### config.mk
export PLATFORM = sky130hd
export DESIGN_NAME = dpram_port_master
export DESIGN_NICKNAME = d
export VERILOG_FILES = /design/src/rtl/dpram_port_master.sv
export SDC_FILE = /design/constraint.sdc
export NUM_CORES = 1
export LEC_CHECK = 0
export ABC_AREA = 1
export CAP_MARGIN = 10
export CORE_UTILIZATION = 49
export CTS_CLUSTER_DIAMETER = 200
export DETAILED_ROUTE_END_ITERATION = 10
export HOLD_SLACK_MARGIN = 0.06
export PLACE_DENSITY = 0.81
export REMOVE_ABC_BUFFERS = 1
export SETUP_SLACK_MARGIN = 0.05
export SLEW_MARGIN = 10
export SYNTH_ARGS = -nofsm -noshare
export SYNTH_HDL_FRONTEND = slang
export SYNTH_SLANG_ARGS = --single-unit
export TNS_END_PERCENT = 1
### constraint.sdc
create_clock -name clk -period 4.7 [get_ports clk]
set_input_delay 0.94 -clock clk [delete_from_list [all_inputs] [get_ports clk]]
set_output_delay 0.94 -clock clk [all_outputs]
set_load 0.02 [all_outputs]
### src/rtl/dpram_port_master.sv
// dpram_port_master: clocked valid/ready initiator for one port of the
// asynchronous dual-port RAM. Sequences setup, ce strobe and recovery
// phases, owns the data-bus direction and returns read data on a
// one-cycle response pulse.
module dpram_port_master #(
  parameter int unsigned A_WIDTH    = 8,
  parameter int unsigned D_WIDTH    = 8,
  parameter int unsigned SETUP_CYC  = 1,
  parameter int unsigned STROBE_CYC = 2,
  parameter int unsigned RECOV_CYC  = 1
) (
  input  logic               clk,
  input  logic               rst,
  // request side
  input  logic               req_valid,
  output logic               req_ready,
  input  logic               req_wr,
  input  logic [A_WIDTH-1:0] req_addr,
  input  logic [D_WIDTH-1:0] req_wdata,
  // response side
  output logic               rsp_valid,
  output logic               rsp_wr,
  output logic [D_WIDTH-1:0] rsp_rdata,
  // RAM port
  output logic               ram_rst_n,
  output logic               ram_ce,
  output logic               ram_oe,
  output logic               ram_we,
  output logic [A_WIDTH-1:0] ram_addr,
  output logic [D_WIDTH-1:0] ram_dout,
  output logic               ram_dout_en,
  input  logic [D_WIDTH-1:0] ram_din
);

  localparam int unsigned CNT_W = 8;

  localparam logic [CNT_W-1:0] SETUP_LD  = CNT_W'(SETUP_CYC - 1);
  localparam logic [CNT_W-1:0] STROBE_LD = CNT_W'(STROBE_CYC - 1);
  localparam logic [CNT_W-1:0] RECOV_LD  = CNT_W'(RECOV_CYC - 1);

  typedef enum logic [1:0] {
    IDLE    = 2'd0,
    SETUP   = 2'd1,
    STROBE  = 2'd2,
    RECOVER = 2'd3
  } state_t;

  state_t             state_q, state_d;
  logic [CNT_W-1:0]   cnt_q, cnt_d;
  logic               lat_wr_q, lat_wr_d;

  logic               req_ready_d;
  logic               rsp_valid_d;
  logic               rsp_wr_d;
  logic [D_WIDTH-1:0] rsp_rdata_d;
  logic               ram_ce_d;
  logic               ram_oe_d;
  logic               ram_we_d;
  logic [A_WIDTH-1:0] ram_addr_d;
  logic [D_WIDTH-1:0] ram_dout_d;
  logic               ram_dout_en_d;

  // State, phase counter and every output are registered here
  always_ff @(posedge clk) begin
    if (rst) begin
      state_q     <= IDLE;
      cnt_q       <= '0;
      lat_wr_q    <= 1'b0;
      req_ready   <= 1'b1;
      rsp_valid   <= 1'b0;
      rsp_wr      <= 1'b0;
      rsp_rdata   <= '0;
      ram_rst_n   <= 1'b0;
      ram_ce      <= 1'b1;
      ram_oe      <= 1'b1;
      ram_we      <= 1'b1;
      ram_addr    <= '0;
      ram_dout    <= '0;
      ram_dout_en <= 1'b0;
    end else begin
      state_q     <= state_d;
      cnt_q       <= cnt_d;
      lat_wr_q    <= lat_wr_d;
      req_ready   <= req_ready_d;
      rsp_valid   <= rsp_valid_d;
      rsp_wr      <= rsp_wr_d;
      rsp_rdata   <= rsp_rdata_d;
      ram_rst_n   <= 1'b1;
      ram_ce      <= ram_ce_d;
      ram_oe      <= ram_oe_d;
      ram_we      <= ram_we_d;
      ram_addr    <= ram_addr_d;
      ram_dout    <= ram_dout_d;
      ram_dout_en <= ram_dout_en_d;
    end
  end

  // Next-state and next-output logic; outputs describe the state being entered
  always_comb begin
    state_d       = state_q;
    cnt_d         = cnt_q;
    lat_wr_d      = lat_wr_q;
    req_ready_d   = req_ready;
    rsp_valid_d   = 1'b0;
    rsp_wr_d      = rsp_wr;
    rsp_rdata_d   = rsp_rdata;
    ram_ce_d      = ram_ce;
    ram_oe_d      = ram_oe;
    ram_we_d      = ram_we;
    ram_addr_d    = ram_addr;
    ram_dout_d    = ram_dout;
    ram_dout_en_d = ram_dout_en;

    unique case (state_q)
      IDLE: begin
        req_ready_d = 1'b1;
        if (req_valid && req_ready) begin
          state_d     = SETUP;
          cnt_d       = SETUP_LD;
          lat_wr_d    = req_wr;
          req_ready_d = 1'b0;
          ram_addr_d  = req_addr;
          ram_ce_d    = 1'b1;
          if (req_wr) begin
            // Write: master owns the bus, RAM output stays disabled
            ram_oe_d      = 1'b1;
            ram_we_d      = 1'b0;
            ram_dout_d    = req_wdata;
            ram_dout_en_d = 1'b1;
          end else begin
            // Read: RAM owns the bus, master releases it
            ram_oe_d      = 1'b0;
            ram_we_d      = 1'b1;
            ram_dout_en_d = 1'b0;
          end
        end
      end

      SETUP: begin
        if (cnt_q == '0) begin
          state_d  = STROBE;
          cnt_d    = STROBE_LD;
          ram_ce_d = 1'b0;
        end else begin
          cnt_d = cnt_q - CNT_W'(1);
        end
      end

      STROBE: begin
        if (cnt_q == '0) begin
          if (!lat_wr_q) begin
            rsp_rdata_d = ram_din;
          end
          state_d       = RECOVER;
          cnt_d         = RECOV_LD;
          rsp_valid_d   = 1'b1;
          rsp_wr_d      = lat_wr_q;
          ram_ce_d      = 1'b1;
          ram_oe_d      = 1'b1;
          ram_we_d      = 1'b1;
          ram_dout_en_d = 1'b0;
        end else begin
          cnt_d = cnt_q - CNT_W'(1);
        end
      end

      RECOVER: begin
        if (cnt_q == '0) begin
          state_d     = IDLE;
          req_ready_d = 1'b1;
        end else begin
          cnt_d = cnt_q - CNT_W'(1);
        end
      end

      default: begin
        state_d = IDLE;
      end
    endcase
  end

endmodule

; ---- Yosys cells after proc, flatten, opt, wreduce, memory -nomap -nowiden
; Cells that the tools add are included.
[totals]
ff_bits = 43
latch_bits = 0
mem_bits_rw = 0
mem_bits_ro = 0
output_inout_bits = 32
n_memories = 0
[classes]
add_sub_neg = 1
multipliers = 0
div = 0
magnitude_cmp = 0
eq_ne = 8
n_shift = 0
muxes = 25
bitwise = 2
n_reduce_logical = 16
[op_table]
columns = operator, count
row1 = 2-to-1 mux 8 bit, 4
row2 = case mux 8 bit (4 select lines), 1
row3 = 2-to-1 mux 1 bit, 10
row4 = "inequality test 2 bit, second input constant", 5
row5 = AND reduction 3 bit, 3
row6 = zero test 8 bit, 1
row7 = 2-to-1 mux 2 bit, 4
row8 = case mux 1 bit (2 select lines), 4
row9 = case mux 2 bit (4 select lines), 1
row10 = AND reduction 2 bit, 4
row11 = AND reduction 4 bit, 2
row12 = "subtractor 8 x 1 -> 8 bit, second input constant", 1
row13 = "equality test 2 bit, second input constant", 2
row14 = nonzero test 2 bit, 2
row15 = case mux 1 bit (3 select lines), 1
row16 = nonzero test 3 bit, 1
row17 = "equality test 2 x 1 -> 1 bit, second input constant", 1
row18 = zero test 2 bit, 1
row19 = NOT 1 bit, 2
row20 = OR reduction 2 bit, 1
row21 = logical AND 1 bit, 1

; ---- Depth between registers and ports, before layout
; Gate-level depths: netlist (run 1).
[depth]
ltp_word = 3
mapped_depth = 11
depth_no_buf = 11

; ---- Worst setup path after synthesis (run 1)
; No wires, ideal clock.
[synth_timing]
path_type = input to register
from = in req_valid
to = reg ram_oe
setup_ps = 135
t_arrival_ps = 1701
required_ps = 4565
setup_slack_ps = 2864
stages = 7
n_path_buf = 0
path_cell_list = nand2_1 nand2_1 inv_1 nor2_2 nand2_1 nand2_1 o211ai_1
[synth_via]
elab_chain_cells = 3
[synth_lines]
columns = element, line
row1 = start: declaration, 15  ; input logic req_valid,
row2 = logical AND 1 bit, 117  ; if (req_valid && req_ready) begin
row3 = inequality test 2 bit (no source line), n/a
row4 = AND reduction 3 bit (no source line), n/a
row5 = end signal: assignment, 90  ; ram_oe <= ram_oe_d;
row6 = end: declaration, 27  ; output logic ram_oe,
; No other way between the ends.
; A chain may end at the register's enable or synchronous reset.

==> results of run 1 <==
[cells by family after synthesis]
| kind of cell | Yosys count | share of synthesized area (%) |
|---|---|---|
| buffers and inverters | 32 | 6.701 |
| adder cells (fa/ha/maj) | 6 | 3.942 |
| AND/OR/NAND/NOR | 133 | 32.33 |
| XOR/XNOR | 1 | 0.4600 |
| AO/OA/AOI/OAI | 41 | 11.37 |
| flip-flops | 43 | 45.20 |
[layout make-up]
cell class,count,area share (%)
clock buffer,5,2.635
clock inverter,2,0.5271
inverter,27,3.881
multi-input combinational,181,35.07
sequential,43,32.97
tap,48,2.300
timing repair buffer,59,22.62
[stage by stage]
stage          power, uW  util [%]  hold slack [ps]
2_1_floorplan       1234         -            437.5
3_3_place_gp        1529     68.55            454.6
3_5_place_dp        1547     68.55            456.0
4_1_cts             1776     70.79            468.2
5_1_grt             1923     70.79            479.4
6_report            1764     70.79            464.9
[final timing paths]
path                            startpoint  cells after the start     endpoint
worst max register to register  state_q[0]                      9  ram_dout[3]
worst min register to register    cnt_q[1]                      2     cnt_q[1]
worst max-delay path                   rst                      4  ram_dout[7]
worst min-delay path              cnt_q[1]                      2     cnt_q[1]
[routing by layer]
metal	up-vias	global-route usage, %
met5	-	0
met4	0	5.000
met3	4	7.857
met2	42	34.34
met1	784	25.47
li1	931	-
[power groups by stage]
| stage | Combinational [uW] | Sequential [uW] | Clock (uW) |
|---|---|---|---|
| after detailed placement | 977 | 571 | 0 |
| after global placement | 959 | 570 | 0 |
| after floorplan | 568 | 666 | 0 |
| after global routing | 1100 | 578 | 245 |
| after CTS | 982 | 564 | 230 |
| final | 976 | 563 | 225 |
[state kept, by name (all words and copies together), names as in the netlist, 2 cells and up]
name,count
ram_addr,8
ram_dout,8
state_q,2
rsp_rdata,8
cnt_q,8
[worst max-delay path, delay by kind of cell]
family / cells / cell delay [ps]
compound gates: 1 / 240
buf+inv: 2 / 1230
simple gates: 1 / 140
[layout by cell type (no fill, tap or decap)]
| master | Yosys | final |
|---|---|---|
| inv_2 | 4 | 4 |
| o21ai_0 | 26 | 26 |
| clkinv_2 | 0 | 1 |
| nand4_1 | 3 | 3 |
| clkdlybuf4s50_1 | 0 | 59 |
| nand2_1 | 37 | 37 |
| xor2_1 | 1 | 1 |
| nor2_8 | 1 | 1 |
| inv_1 | 23 | 23 |
| dfxtp_1 | 43 | 43 |
| o2111ai_1 | 1 | 1 |
| nor2_1 | 57 | 57 |
| nand3_2 | 1 | 1 |
| a21oi_1 | 9 | 9 |
| nor2_2 | 11 | 11 |
| nor2_4 | 4 | 4 |
| o21ai_1 | 2 | 2 |
| nand3_1 | 14 | 14 |
| ha_1 | 6 | 6 |
| nand2_2 | 3 | 3 |
| nor3_1 | 1 | 1 |
| o211ai_1 | 3 | 3 |
| clkbuf_8 | 0 | 5 |
| clkinv_4 | 0 | 1 |
| or2_1 | 1 | 1 |
==> flow_summary.yaml, run 1 <==
run_status:
  run_status: "finished clean"
grt:
  grtUsageTotal_pct: 20.84
  via_count_of_the_first_global_routing_pass: 1606
  grt_first_pass_wirelength_microns: 6768
  grt_start_max_net_pins: 34
  overflow: 0
  initial_antenna_violation_count: 0
final_layout:
  finalNonFillerCells: 365
  regArea_sq_um: 860.8
  syn_to_final_growth_pct: 37.12
  multi_input_area_sq_um: 915.9
  fillerInstances: 311
  antenna_cells_inserted: 0
  fin_area_sq_mm: 0.002611
  final_layout_size_suffix_gt1_share_pct: 9.779
  layout.nets: 351
cts:
  cts_tree: "yes"
  cts_post_setup_buffers_inserted: 0
  clk_pin_slew_worst_paths_ps: 80
  clock_tree_root_buffer_cell: "clkbuf_8"
  cts-buffers-inserted: 5
  htree_num_levels: 2
  clock_sink_count: 43
  postCtsResizedCells: 0
  clk_path_buf_depth: 2
  cts_hold_buf: 0
  clock_latency_ps: 290
drt:
  drt_first_iter_violations: 97
  finalWirelength_microns: 3962
  wl_met1_microns: 1846
  route.detailed.vias_per_inst: 4.825
  routed-via-count: 1761
  routed-wl-met2_microns: 1839
  drt_pre_antenna_iters: 4
  avgRoutedWirePerCell_microns: 10.85
  wl_met3_microns: 240
  highest-signal-layer: "met4"
  route.detailed.drc: 0
  antenna_violating_nets_post_route: 0
timing:
  setup_violations: 0
  grt_setup_unrepaired: "no"
  maxSlewViolCount: 0
  report.final.hold_viol_count: 0
  maxClockFrequency_mhz: 429.7
  final.setup.tns_ps: 0
  finClkSkew_ps: 5.158
  final.setup.worst_slack_ps: 2373
  slew_headroom_pct: 45.43
  post-route-min-period_ps: 2327
  worst_pin_slew_ps: 817.6
  post-route-period-util_pct: 49.51
logic_synthesis:
  synth_top_cell_by_area: "dfxtp_1"
  postSynth.asyncResetShare_pct: 0
  synth_sequential_area_ratio_pct: 45.20
  syn-instance-count: 256
  yosys-top-cells-count: "nor2_1 (57), dfxtp_1 (43), nand2_1 (37)"
  ys_dominant_reg_cell: "dfxtp_1"
  combined_area_of_all_synthesized_cells_sq_mm: 0.001904
  synth.ff_latch_count: 43
  synth_edf_count: 0
  netlist_top_cells_area: "dfxtp_1 (45%), nor2_1 (11%), nand2_1 (7.3%)"
  synth_area_per_cell_sq_um: 7.439
  yosys.cell_types.count: 23
  synthDominantCellAreaShare_pct: 45.20
  yosys_warnings: 0
  yosysMostFrequentCell: "nor2_1"
worst_setup_path:
  critical_path.startpoint_type: "input pin"
  worst_setup_path_end_kind: "flip-flop"
  critical_path_top_delay_cell: "inv_1"
  regToRegSetupSlack_ps: 2920
  cp.arrival_ps: 2560
  critical-path-max-stage-delay_ps: 670
  timing.setup.critical_path_class: "input pin to flip-flop"
  cp_cell_sequence: "clkdlybuf4s50_1 -> inv_1 -> o21ai_0 -> nor2_1"
  worst-path-max-fanout: 33
  worst-endpoint-required_ps: 4930
floorplanning:
  die-width_microns: 64.34
  initial_utilization_pct: 51.63
  ioPinCount: 60
  floorplan.die_area_sq_mm: 0.004140
  area_of_the_core_sq_mm: 0.003689
  rows: 22
  die_y_microns: 64.34
flow_run:
  drv_cap: 0
power_and_ir_drop:
  ir_drop_v: 0.0003626
  comb_power_share_pct: 55.3
  power_frac_seq_pct: 31.9
  p_switching_uw: 790.0
  clock_power_share_pct: 12.7
  sw_frac_of_total_pct: 44.77
  p_int_uw: 974.5
  static-leakage-power_uw: 0.001142
  power-per-cell-area_mw_per_mm2: 675.7
placement:
  placed_cells: 358
  dp_worst_setup_slack_ps: 2068
  routabilityCongestion: 0.8605
  placement.cell_area_sq_mm: 0.002529
  dpl_wire_length_microns: 2874
  port-buffer-count: 59
min_path:
  hp-class: "flip-flop to flip-flop"
Power figures use the tool's default switching activity.
==> run 2, diff against run 1 <==
CORE_UTILIZATION = 41   (was 49)
PLACE_DENSITY = 0.72   (was 0.81)
clock period = 2 ns   (was 4.7 ns; I/O delays follow)
==> flow_summary.yaml, run 2 (synthesis results as in run 1) <==
worst_setup_path:
  startpoint_of_the_worst_slack_reg_to_reg_timing_path: "cnt_q[0]"
  timing.reg2reg.worst_path_depth: 11
  cp.arrival_ps: 1910
  regToRegSetupSlack_ps: 280
  critical_path.startpoint_type: "flip-flop"
  worst-endpoint-required_ps: 2190
  critical_path_top_delay_cell: "dfxtp_1"
  worst-path-max-fanout: 6
  worstReg2RegEnd: "cnt_q[5]"
  critical_path.most_common_cell: "nand2_1"
  critical-path-max-stage-delay_ps: 320
  cp_cell_sequence: "inv_1 -> ha_1 -> inv_1 -> nor2_2 -> nand2_2 -> nand2_1 -> nand3_1 -> nand2_1 -> nand2_1 -> nand2_1 -> nor2_1"
  timing.setup.critical_path_class: "flip-flop to flip-flop"
  worst_setup_path_end_kind: "flip-flop"
floorplanning:
  die-width_microns: 70.15
  rows: 24
  initial_utilization_pct: 43.14
  floorplan.die_area_sq_mm: 0.004921
  ioPinCount: 60
  die_y_microns: 70.15
  area_of_the_core_sq_mm: 0.004414
min_path:
  hold_start: "cnt_q[1]"
  hp-class: "flip-flop to flip-flop"
  timing.hold.worst_path_depth: 2
  worst_hold_path.endpoint: "cnt_q[1]"
drt:
  routed-via-count: 1804
  finalWirelength_microns: 4127
  avgRoutedWirePerCell_microns: 11.01
  antenna_violating_nets_post_route: 0
  route.detailed.drc: 0
  drt_first_iter_violations: 83
  drt_pre_antenna_iters: 4
  route.detailed.vias_per_inst: 4.811
power_and_ir_drop:
  report.power.total_uw: 4257
  p_int_uw: 2392
  power_frac_seq_pct: 31.3
  p_switching_uw: 1866
  power-per-cell-area_mw_per_mm2: 1591
  static-leakage-power_uw: 0.001173
  comb_power_share_pct: 54.4
  sw_frac_of_total_pct: 43.82
  clock_power_share_pct: 14.3
  ir_drop_v: 0.0008152
timing:
  report.final.hold_viol_count: 0
  slew_headroom_pct: 71.35
  finClkSkew_ps: 4.987
  post-route-min-period_ps: 1717
  worst_pin_slew_ps: 429.8
  grt_setup_unrepaired: "no"
  post-route-period-util_pct: 85.84
  final.setup.tns_ps: 0
  maxClockFrequency_mhz: 582.5
  maxSlewViolCount: 0
  setup_violations: 0
final_layout:
  leading_cell_types_in_the_layout_fill_and_taps_excluded: "clkdlybuf4s50_1 (59), nor2_1 (57), dfxtp_1 (43), nand2_1 (37), o21ai_0 (26)"
  finalNonFillerCells: 375
  layout.nets: 356
  utilization_pct: 60.60
  fillerInstances: 410
  final_common_cell: "clkdlybuf4s50_1"
  syn_to_final_growth_pct: 40.47
  antenna_cells_inserted: 0
  final_layout_size_suffix_gt1_share_pct: 11.46
  fin_area_sq_mm: 0.002675
cts:
  clk_pin_slew_worst_paths_ps: 80
  clock_latency_ps: 300
  cts_post_setup_buffers_inserted: 0
  clock_tree_root_buffer_cell: "clkbuf_8"
  clock_sink_count: 43
  clk_path_buf_depth: 2
  htree_num_levels: 2
  cts_hold_buf: 0
  cts_tree: "yes"
  cts-buffers-inserted: 5
  postCtsResizedCells: 0
grt:
  overflow: 0
  grt_start_max_net_pins: 18
  via_count_of_the_first_global_routing_pass: 1601
  grtUsageTotal_pct: 17.70
  initial_antenna_violation_count: 0
  grt_first_pass_wirelength_microns: 6955
placement:
  dpl_wire_length_microns: 2986
  placement.cell_area_sq_mm: 0.002571
  routabilityCongestion: 0.8182
  placed_cells: 367
  port-buffer-count: 59
run_status:
  run_status: "finished clean"
flow_run:
  drv_cap: 0
run 2: per-layer routing:
| metal | up-vias | GRT usage, % | wire (microns) |
|---|---|---|---|
| li1 | 945 | - | - |
| met1 | 800 | 22.39 | 1940 |
| met2 | 53 | 27.88 | 1828 |
| met3 | 6 | 6.349 | 296 |
| met4 | 0 | 6.000 | 61 |
| met5 | - | 0 | 0 |
run 2: layout make-up:
cell class                 instances  area, sq um  share of cell area, %
clock buffer                       7        96.34                  3.601
clock inverter                     1        7.507                 0.2806
inverter                          27        101.3                  3.789
multi-input combinational        181        915.9                  34.24
sequential                        43        860.8                  32.18
tap                               52        65.06                  2.432
timing repair buffer              64        628.1                  23.48
run 2: power by group through the flow:
stage / clock network, uW / registers (uW) / logic, uW
final: 609 / 1330 / 2310
after global routing: 666 / 1370 / 2610
after CTS: 629 / 1330 / 2330
after detailed placement: 0 / 1350 / 2320
after global placement: 0 / 1350 / 2290
after floorplan: 0 / 1560 / 1340
run 2: stage by stage:
step / worst slack [ps] / hold WS, ps
final: 283.2 / 465.1
after detailed placement: 226.1 / 456.3
after global placement: 252.3 / 457.2
after global routing: 58.20 / 493.4
after floorplan: 499.8 / 437.5
after CTS: 254.4 / 468.4
run 2: worst max-delay path, delay by kind of cell (launching register included):
family | cells | cell delay (ps)
buffers and inverters | 2 | 180
adders and majority gates | 1 | 280
DFF | 1 | 320
and+or+nand+nor | 8 | 850
run 2: how the worst max path moves through the flow:
stage | to | from
after floorplan | rsp_rdata[0] | cnt_q[0]
after global placement | ram_we | req_valid
after detailed placement | ram_we | req_valid
after CTS | rsp_rdata[7] | cnt_q[0]
after global routing | cnt_q[5] | cnt_q[0]
final | cnt_q[5] | cnt_q[0]
==> run 3, diff against run 2 <==
GPL_TIMING_DRIVEN = 0   (was not set)
MAX_ROUTING_LAYER = met4   (was not set)
==> flow_summary.yaml, run 3 (synthesis results as in run 1) <==
timing:
  post-route-min-period_ps: 1763
  report.final.hold_viol_count: 0
  maxClockFrequency_mhz: 567.3
  slew_headroom_pct: 68.04
  worst_pin_slew_ps: 478.4
  maxSlewViolCount: 0
  whs_ps: 467.6
  finClkSkew_ps: 6.489
  post-route-period-util_pct: 88.13
  setup_violations: 0
  grt_setup_unrepaired: "no"
drt:
  antenna_violating_nets_post_route: 0
  avgRoutedWirePerCell_microns: 11.09
  drt_pre_antenna_iters: 4
  routed-via-count: 1788
  route.detailed.vias_per_inst: 4.832
  finalWirelength_microns: 4105
  drt_first_iter_violations: 73
  route.detailed.drc: 0
worst_setup_path:
  worst-path-max-fanout: 33
  worst-endpoint-required_ps: 2190
  timing.reg2reg.worst_path_depth: 8
  critical-path-max-stage-delay_ps: 690
  worst_setup_path_end_kind: "flip-flop"
  critical_path.startpoint_type: "input pin"
  cp_cell_sequence: "clkdlybuf4s50_1 -> clkinvlp_4 -> nand2_1 -> nor2_1"
  cp.arrival_ps: 1950
  timing.setup.critical_path_class: "input pin to flip-flop"
  regToRegSetupSlack_ps: 240
  startpoint_of_the_worst_slack_reg_to_reg_timing_path: "state_q[0]"
  critical_path_top_delay_cell: "clkdlybuf4s50_1"
  worstSetupStartpoint: "rst"
  timing.critical_path.to: "cnt_q[3]"
  worstReg2RegEnd: "ram_oe"
power_and_ir_drop:
  power-per-cell-area_mw_per_mm2: 1604
  static-leakage-power_uw: 0.001144
  ir_drop_v: 0.0007241
placement:
  routabilityCongestion: 0.8595
  port-buffer-count: 59
  dpl_wire_length_microns: 2967
cts:
  cts-buffers-inserted: 5
  clock_latency_ps: 300
  cts_tree: "yes"
  clk_pin_slew_worst_paths_ps: 80
  clock_tree_root_buffer_cell: "clkbuf_8"
  clk_path_buf_depth: 2
  cts_hold_buf: 0
  clock_sink_count: 43
  htree_num_levels: 2
grt:
  overflow: 0
  grtUsageTotal_pct: 19.05
  grt_start_max_net_pins: 34
  via_count_of_the_first_global_routing_pass: 1679
  initial_antenna_violation_count: 0
  grt_first_pass_wirelength_microns: 7362
final_layout:
  leading_cell_types_in_the_layout_fill_and_taps_excluded: "clkdlybuf4s50_1 (59), nor2_1 (57), dfxtp_1 (43), nand2_1 (37), o21ai_0 (26)"
  antenna_cells_inserted: 0
  fillerInstances: 421
  layout.nets: 351
  final_layout_size_suffix_gt1_share_pct: 10.38
  final_common_cell: "clkdlybuf4s50_1"
  syn_to_final_growth_pct: 38.70
  utilization_pct: 59.84
floorplanning:
  initial_utilization_pct: 43.14
  floorplan.die_area_sq_mm: 0.004921
  die-width_microns: 70.15
  rows: 24
  ioPinCount: 60
  die_y_microns: 70.15
  area_of_the_core_sq_mm: 0.004414
flow_run:
  drv_cap: 0
run_status:
  run_status: "finished clean"
min_path:
  hp-class: "flip-flop to flip-flop"
==> run 3: cell types whose count changed in the layout (fill, tap and decap cells not counted) <==
cell        change
buf_4           -5
clkinvlp_4      +1
inv_1           -1
==> run 3: worst min path at each step <==
stage	depth (start not counted)	from	end
2_1_floorplan	2	cnt_q[1]	cnt_q[1]
3_3_place_gp	2	ram_dout_en	ram_dout_en
3_5_place_dp	2	cnt_q[1]	cnt_q[1]
4_1_cts	2	cnt_q[1]	cnt_q[1]
5_1_grt	2	ram_dout_en	ram_dout_en
6_report	2	ram_dout_en	ram_dout_en
==> run 3: per-stage QoR <==
step / instances / worst slack (ps) / instance area [sq um] / total power [uW] / TNS, ps
finish: 370 / 237.4 / 2641 / 4236 / 0
global route: 370 / 47.30 / 2641 / 4598 / 0
CTS: 370 / 161.7 / 2638 / 4281 / 0
detailed placement: 362 / -137.2 / 2534 / 3649 / -2870
global placement: 362 / -150.8 / 2534 / 3608 / -4012
floorplan: 251 / 499.8 / 1878 / 2901 / 0
==> run 3: repair_timing <==
item | CTS | global route
setup endpoints to repair | 0 | 9
setup buffers | 0 | 0
gates resized for setup | 0 | 1
==> run 3: cell type report <==
type                            instances  area, sq um  area share (%)
Multi-Input combinational cell        181        915.9           34.68
Sequential cell                        43        860.8           32.59
Timing Repair Buffer                   59        590.6           22.36
Inverter                               27        105.1           3.979
Clock buffer                            7        96.34           3.648
Tap cell                               52        65.06           2.463
Clock inverter                          1        7.507          0.2842
==> run 3: per-layer routing <==
layer,GRT usage [%],wire [microns],vias up
li1,-,-,932
met1,23.56,2023,797
met2,29.70,1728,53
met3,5.916,290,6
met4,6.000,63,0
met5,-,0,-
==> run 3: power by group <==
group / switching, uW / internal [uW]
clock network: 301 / 314
logic: 1380 / 906
registers: 186 / 1150
total: 1870 / 2370
==> run 3: critical path: cells and delay by family <==
family	cells	cell delay, ps
simple gates	2	340
buf+inv	2	1210
